File: config.mk
export PLATFORM = sky130hd
export DESIGN_NAME = timer_ctrl
export DESIGN_NICKNAME = d
export VERILOG_FILES = /design/src/rtl/timer_ctrl.sv
export SDC_FILE = /design/constraint.sdc
export NUM_CORES = 1
export LEC_CHECK = 0
export ABC_AREA = 1
export ABC_CLOCK_PERIOD_IN_PS = 4450
export CAP_MARGIN = 20
export CORE_MARGIN = 3
export CORE_UTILIZATION = 47
export DETAILED_ROUTE_END_ITERATION = 7
export PLACE_DENSITY = 0.72
export SLEW_MARGIN = 30
export SYNTH_ARGS = -nofsm -noshare
export SYNTH_HDL_FRONTEND = slang
export SYNTH_SLANG_ARGS = --single-unit
File: constraint.sdc
create_clock -name clk -period 4.45 [get_ports clk]
set_input_delay 0.445 -clock clk [delete_from_list [all_inputs] [get_ports clk]]
set_output_delay 0.445 -clock clk [all_outputs]
set_load 0.05 [all_outputs]
File: src/rtl/timer_ctrl.sv
// Programmable down-counting timer fed by the ripple counter's terminal count; one-shot or auto-reload.
// Tick latency: 2 clk from the edge sampling tick_in to the count update; no backpressure (start/stop/ack are pulses).
module timer_ctrl #(
    parameter int WIDTH = 16
) (
    input  logic             clk,
    input  logic             clr,
    input  logic             tick_in,
    input  logic [WIDTH-1:0] load_val,
    input  logic             mode,
    input  logic             start,
    input  logic             stop,
    input  logic             irq_ack,
    output logic [WIDTH-1:0] count,
    output logic             busy,
    output logic             expired,
    output logic             irq,
    output logic [1:0]       state
);

    typedef enum logic [1:0] {
        IDLE  = 2'd0,
        RUN   = 2'd1,
        PAUSE = 2'd2,
        DONE  = 2'd3
    } state_e;

    localparam logic [WIDTH-1:0] ONE = {{(WIDTH-1){1'b0}}, 1'b1};

    state_e           state_q, state_d;
    logic [WIDTH-1:0] count_q, count_d;
    logic [WIDTH-1:0] reload_q, reload_d;
    logic             mode_q, mode_d;
    logic             irq_q, irq_d;
    logic             expired_q, expired_d;
    logic             busy_q, busy_d;
    logic             s1_q, s2_q, s3_q;
    logic             tick_evt;
    logic             do_load;
    logic             set_irq;

    // s1/s2 resynchronise tick_in; s3 delays s2 so each rising edge yields one event.
    always_ff @(posedge clk or negedge clr) begin
        if (!clr) begin
            s1_q <= 1'b0;
            s2_q <= 1'b0;
            s3_q <= 1'b0;
        end else begin
            s1_q <= tick_in;
            s2_q <= s1_q;
            s3_q <= s2_q;
        end
    end

    assign tick_evt = s2_q & ~s3_q;

    always_comb begin
        state_d   = state_q;
        count_d   = count_q;
        reload_d  = reload_q;
        mode_d    = mode_q;
        expired_d = 1'b0;
        set_irq   = 1'b0;
        do_load   = 1'b0;

        case (state_q)
            IDLE, DONE: begin
                if (stop) begin
                    state_d = IDLE;
                end else if (start) begin
                    do_load = 1'b1;
                end
            end
            RUN: begin
                // stop beats start, and both beat a coincident tick
                if (stop) begin
                    state_d = PAUSE;
                end else if (start) begin
                    do_load = 1'b1;
                end else if (tick_evt) begin
                    if (count_q > ONE) begin
                        count_d = count_q - ONE;
                    end else if (count_q == ONE) begin
                        expired_d = 1'b1;
                        set_irq   = 1'b1;
                        if (mode_q) begin
                            count_d = reload_q;
                        end else begin
                            count_d = '0;
                            state_d = DONE;
                        end
                    end
                end
            end
            PAUSE: begin
                if (stop) begin
                    state_d = IDLE;
                    count_d = '0;
                end else if (start) begin
                    state_d = RUN;
                end
            end
            default: state_d = IDLE;
        endcase

        if (do_load) begin
            count_d  = load_val;
            reload_d = load_val;
            mode_d   = mode;
            if (load_val == '0) begin
                state_d   = DONE;
                expired_d = 1'b1;
                set_irq   = 1'b1;
            end else begin
                state_d = RUN;
            end
        end

        irq_d  = set_irq | (irq_q & ~irq_ack);
        busy_d = (state_d == RUN) || (state_d == PAUSE);
    end

    always_ff @(posedge clk or negedge clr) begin
        if (!clr) begin
            state_q   <= IDLE;
            count_q   <= '0;
            reload_q  <= '0;
            mode_q    <= 1'b0;
            irq_q     <= 1'b0;
            expired_q <= 1'b0;
            busy_q    <= 1'b0;
        end else begin
            state_q   <= state_d;
            count_q   <= count_d;
            reload_q  <= reload_d;
            mode_q    <= mode_d;
            irq_q     <= irq_d;
            expired_q <= expired_d;
            busy_q    <= busy_d;
        end
    end

    assign count   = count_q;
    assign busy    = busy_q;
    assign expired = expired_q;
    assign irq     = irq_q;
    assign state   = state_q;

endmodule

==> results of run 1 <==
## cell type report
cell class / count / share of cell area
timing repair buffer: 43 / 0.139
tap: 67 / 0.0273
multi-input combinational: 262 / 0.415
clock inverter: 1 / 0.00979
clock buffer: 7 / 0.0281
sequential: 41 / 0.334
inverter: 37 / 0.0461
## per-stage QoR
step,utilization,setup WS [ns],total power [W],instances
after floorplan,-,2.40,0.00155,350
after global placement,0.597,1.82,0.00186,450
after detailed placement,0.597,1.74,0.00187,450
after CTS,0.620,2.01,0.00219,458
after global routing,0.621,1.70,0.00236,458
final,0.621,2.01,0.00219,458
## cell usage after synthesis
library cell / instances / share of area
inv_4: 1 / 0.0025
nand4_4: 2 / 0.017
buf_4: 2 / 0.0060
o21ai_1: 13 / 0.026
nand2_2: 3 / 0.0075
nor4_1: 3 / 0.0075
inv_2: 2 / 0.0030
xnor2_1: 3 / 0.011
o21ai_0: 21 / 0.042
a31oi_1: 1 / 0.0025
nand2_1: 137 / 0.21
buf_1: 1 / 0.0015
nand4_1: 3 / 0.0075
dfrtp_1: 41 / 0.41
o211ai_1: 1 / 0.0030
a22oi_1: 1 / 0.0030
or2_2: 1 / 0.0025
o22ai_1: 1 / 0.0025
nor2_1: 25 / 0.038
a21oi_1: 8 / 0.016
nand3_1: 18 / 0.036
clkbuf_1: 4 / 0.0060
nor2_2: 4 / 0.010
buf_2: 1 / 0.0020
nor2_4: 3 / 0.014
ha_1: 5 / 0.025
buf_6: 2 / 0.0090
inv_1: 34 / 0.051
xor2_1: 7 / 0.025
nand2_4: 2 / 0.0090
## power breakdown
group          total [W]  leakage, nW  switching (W)  internal (W)
Combinational    0.00125        0.979       0.000833      0.000415
Sequential      0.000629        0.517       0.000130      0.000499
Clock           0.000314       0.0585       0.000131      0.000183
Total            0.00219         1.55        0.00109       0.00110
## sequential cells by signal, indices dropped and copies added (netlist names)
register	count
reload_q	16
mode_q	1
expired	1
busy	1
irq	1
state	2
s3_q	1
count	16
s2_q	1
s1_q	1
## worst reg2reg max path, stage by stage, from the launching register on
cell	delay, ns
dfrtp_1	0.43
inv_1	0.10
ha_1	0.20
inv_1	0.05
nand3_1	0.33
nand2_1	0.23
inv_1	0.22
nand2_1	0.17
nand4_4	0.26
inv_4	0.24
nand2_1	0.09
nand2_1	0.07
## kinds of logic after synthesis
| logic type | Yosys count | share of synthesized area |
|---|---|---|
| DFF | 41 | 0.410 |
| xor gates and xnor gates | 10 | 0.0350 |
| AOI/OAI and AO/OA | 46 | 0.0951 |
| adders and majority gates | 5 | 0.0250 |
| buffers and inverters | 47 | 0.0810 |
| and+or+nand+nor | 201 | 0.354 |
## routing by layer
metal  wire length, um  GRT usage  up-vias
met5                 0          0        -
met3               393     0.0351        4
met4                51     0.0464        0
met2              2440      0.274       82
met1              3020      0.316     1067
li1                  -          -     1181
## final timing paths
kind                            startpoint      endpoint  slack, ns
min in group clk                      s1_q          s2_q       0.36
max in group asynchronous              clr  reload_q[12]       3.98
worst min-delay path                   clr  reload_q[10]       0.11
worst max register to register    state[0]      count[5]       2.01
worst min register to register        s1_q          s2_q       0.36
worst max-delay path              state[0]      count[5]       2.01
==> impl_metrics.ini, run 1 <==
[run_status]
outcome = finished, final reports clean

[critical_path]
cp.arrival_ns = 2.67
critical_path_depth = 11
worstPathRequired_ns = 4.68
crit_buf_inv = 4
crit_family = simple AND/OR/NAND/NOR gates
rr_worst_depth = 11
slowest_stage = dfrtp_1
path_max_fanout = 17
cpPeakStageDelay_ns = 0.43
startpoint_type = flip-flop
path_cells = inv_1 -> ha_1 -> inv_1 -> nand3_1 -> nand2_1 -> inv_1 -> nand2_1 -> nand4_4 -> inv_4 -> nand2_1 -> nand2_1
worst_setup_path_end_kind = flip-flop
path_class = reg2reg
path_common_cell = nand2_1

[placement]
port_buffers = 43
gp_congestion = 0.925
hpwl_um = 4490
place_area_um2 = 2950

[floorplan]
die_w_um = 79.0
coreArea_um2 = 4940
die_area_um2 = 6230
die_y_um = 79.0
pin_count = 44
start_util = 0.506
fp-row-count = 25

[job]
cap_violations = 0

[final_layout]
diodes = 0
layout_commonest_cell = nand2_1
final_area_um2 = 3070
multi_input_area_um2 = 1270
drive_above_1_share = 0.0665
fill_cells = 456
syn_to_final_growth_pct = 22.7
fin_nets = 418
seq_area_um2 = 1030
layout_common_cells = nand2_1, clkdlybuf4s50_1, dfrtp_1, inv_1, nor2_1

[clocking]
clockBufferDepth = 2
numCtsBuffers = 5
cts-root-buf = clkbuf_8
htree_levels = 2
path_clk_slew_ns = 0.09
cts.repair.resized = 0
cts_setup_buffers = 0
cts-hold-fix-buffers = 0
tritoncts = done
worstSkewPairLatency_ns = 0.30
cts_num_sinks = 41

[global_route]
grt_start_max_net_pins = 42
antenna_found_initial = 0
grt_pass1_vias = 2018
grt_pass1_wl_um = 9680
grt_usage = 0.198
grt-ovfl-total = 0

[timing]
hold_viol = 0
finalSetupViolCount = 0
fin_crit_ns = 2.44
fin_hold_ws_ns = 0.106
relSlewSlack = 0.534
finalCritPeriodShare = 0.547
max_slew.worst_pin.slew_ns = 0.698
slew_violations = 0
fin_skew_ns = 0.00765
max_freq_mhz = 411
setup_tns_ns = 0
rsz0062_at_grt = no

[pwr]
p_leak_nw = 1.55
powerDensity_nw_per_um2 = 714
peakVddDrop_v = 0.000343

[drt]
viasPerCell = 5.10
drt_iter0_markers = 153
vias = 2334
wl_per_cell_um = 12.9
drt-total-wl_um = 5900
drt.antenna.violating_nets = 0
dr.pass1.iters = 5
drcViolationCount = 0

[hold_path]
hold_path_class = in2async

[logic_synthesis]
syn_area_per_cell_um2 = 7.15
syn_inst = 350
syn-num-nets = 378
ys_seq_area_frac = 0.410
synth_cell_types = 30
synth_area_um2 = 2500
yosys_warnings = 0
synth_seq_cells = 41
No activity file was read; power rests on OpenSTA's default activity.
==> run 2, diff against run 1 <==
- ABC_CLOCK_PERIOD_IN_PS: 4450 -> 2100
- PLACE_DENSITY: 0.72 -> 0.75
- clock period: 4.45 -> 2.1 ns (I/O delays scaled with it)
==> run 2 against run 1 <==
Total power grew 120%. First-iteration DRC count rose by 27%. Final cell count grew 2.0%. Combinational power up 130%. Die area is the same. Via count increased by 1.3%. Routed wire length is 5.4% higher.
==> impl_metrics.ini, run 2 (synthesized netlist as in run 1, its figures left out) <==
[pwr]
powerDensity_nw_per_um2 = 1530
p_leak_nw = 1.62
peakVddDrop_v = 0.000542

[timing]
finalCritPeriodShare = 0.921
slew_violations = 0
setup_tns_ns = 0
hold_viol = 0
max_freq_mhz = 517
fin_skew_ns = 0.00737
finalSetupViolCount = 0
max_slew.worst_pin.slew_ns = 0.513
relSlewSlack = 0.658
rsz0062_at_grt = no
fin_crit_ns = 1.93

[critical_path]
path_common_cell = nand2_1
path_max_fanout = 19
cpPeakStageDelay_ns = 0.39
path_cells = buf_4 -> ha_1 -> nand2_2 -> nor2_2 -> nand2_2 -> nand2_8 -> inv_2 -> nand3_1 -> nand3_1 -> nand2_1 -> nand2_1 -> nand2_1
cp.arrival_ns = 2.12
slowest_stage = dfrtp_1
worst_setup_path_end_kind = flip-flop
path_class = reg2reg
startpoint_type = flip-flop
worstPathRequired_ns = 2.29

[clocking]
cts_num_sinks = 41
htree_levels = 2
worstSkewPairLatency_ns = 0.29
tritoncts = done
cts-root-buf = clkbuf_8
path_clk_slew_ns = 0.08
numCtsBuffers = 5
clockBufferDepth = 2

[job]
cap_violations = 0

[final_layout]
drive_above_1_share = 0.0875
fill_cells = 450
syn_to_final_growth_pct = 27.5
layout_common_cells = nand2_1, clkdlybuf4s50_1, dfrtp_1, inv_1, nor2_1
seq_area_um2 = 1030
multi_input_area_um2 = 1280
layout_commonest_cell = nand2_1
fin_nets = 427
final_area_um2 = 3190
diodes = 0

[drt]
wl_per_cell_um = 13.3
drt-total-wl_um = 6220
drt.antenna.violating_nets = 0
drt_iter0_markers = 194
vias = 2364
dr.pass1.iters = 5
drcViolationCount = 0
viasPerCell = 5.06

[placement]
port_buffers = 43
gp_congestion = 0.932
hpwl_um = 4660
place_area_um2 = 3030

[floorplan]
start_util = 0.506
fp-row-count = 25
pin_count = 44
die_area_um2 = 6230
die_w_um = 79.0
coreArea_um2 = 4940
die_y_um = 79.0

[global_route]
grt_pass1_wl_um = 10400
grt-ovfl-total = 0
antenna_found_initial = 0
grt_pass1_vias = 2132
grt_usage = 0.209
grt_start_max_net_pins = 42

[hold_path]
hold_path_class = in2reg

[run_status]
outcome = finished, final reports clean
==> run 2: metal layers <==
layer / vias up / part of all wire / GRT usage
met3: 6 / 0.068 / 0.0363
met5: - / 0 / 0
met1: 1048 / 0.49 / 0.321
met2: 111 / 0.43 / 0.302
met4: 0 / 0.0090 / 0.0567
li1: 1199 / - / -
==> run 2: layout make-up <==
| cell class | instances | area share |
|---|---|---|
| flip-flops and latches | 41 | 0.322 |
| repair buffers | 52 | 0.164 |
| clock inverters | 3 | 0.0204 |
| well taps | 67 | 0.0263 |
| clock buffers | 5 | 0.0216 |
| inverters | 37 | 0.0443 |
| multi-input cells | 262 | 0.402 |
==> run 2: path summary, 6_finish.rpt <==
check | slack [ns] | depth (start not counted) | from | endpoint
min in group asynchronous | 0.43 | 2 | clr | count[1]
min | 0.35 | 1 | tick_in | s1_q
max | 0.17 | 12 | count[0] | count[5]
max in group asynchronous | 1.31 | 2 | clr | mode_q
max reg2reg | 0.17 | 12 | count[0] | count[5]
min reg2reg | 0.36 | 0 | s1_q | s2_q
==> run 2: repair_timing <==
item | CTS | global route
hold endpoints to repair | 0 | 41
setup buffers | 0 | 0
setup endpoints to repair | 0 | 2
resized for setup | 0 | 1
hold buffers | 0 | 1
==> run 2: critical path: cells and delay by family (launching register included) <==
kind                       cells  cell delay, ns
adders and majority gates      1            0.20
buffers and inverters          2            0.40
DFF                            1            0.39
and+or+nand+nor                9            0.85
==> run 2: metrics by stage <==
stage,total power [W],hold slack [ns],util,std cells,setup WS [ns]
floorplan,0.00328,-0.0856,-,350,0.0450
global placement,0.00409,0.347,0.614,458,0.239
detailed placement,0.00411,0.344,0.614,458,0.197
CTS,0.00488,0.0871,0.641,466,0.173
global route,0.00525,0.372,0.645,467,0.0147
finish,0.00489,0.355,0.645,467,0.166
==> run 2: power breakdown <==
| group | leakage, nW | internal (W) | switching (W) | total [W] |
|---|---|---|---|---|
| clock | 0.0681 | 0.000472 | 0.000280 | 0.000752 |
| combinational | 1.03 | 0.000998 | 0.00185 | 0.00284 |
| sequential | 0.517 | 0.00106 | 0.000241 | 0.00130 |
| total | 1.62 | 0.00253 | 0.00237 | 0.00489 |
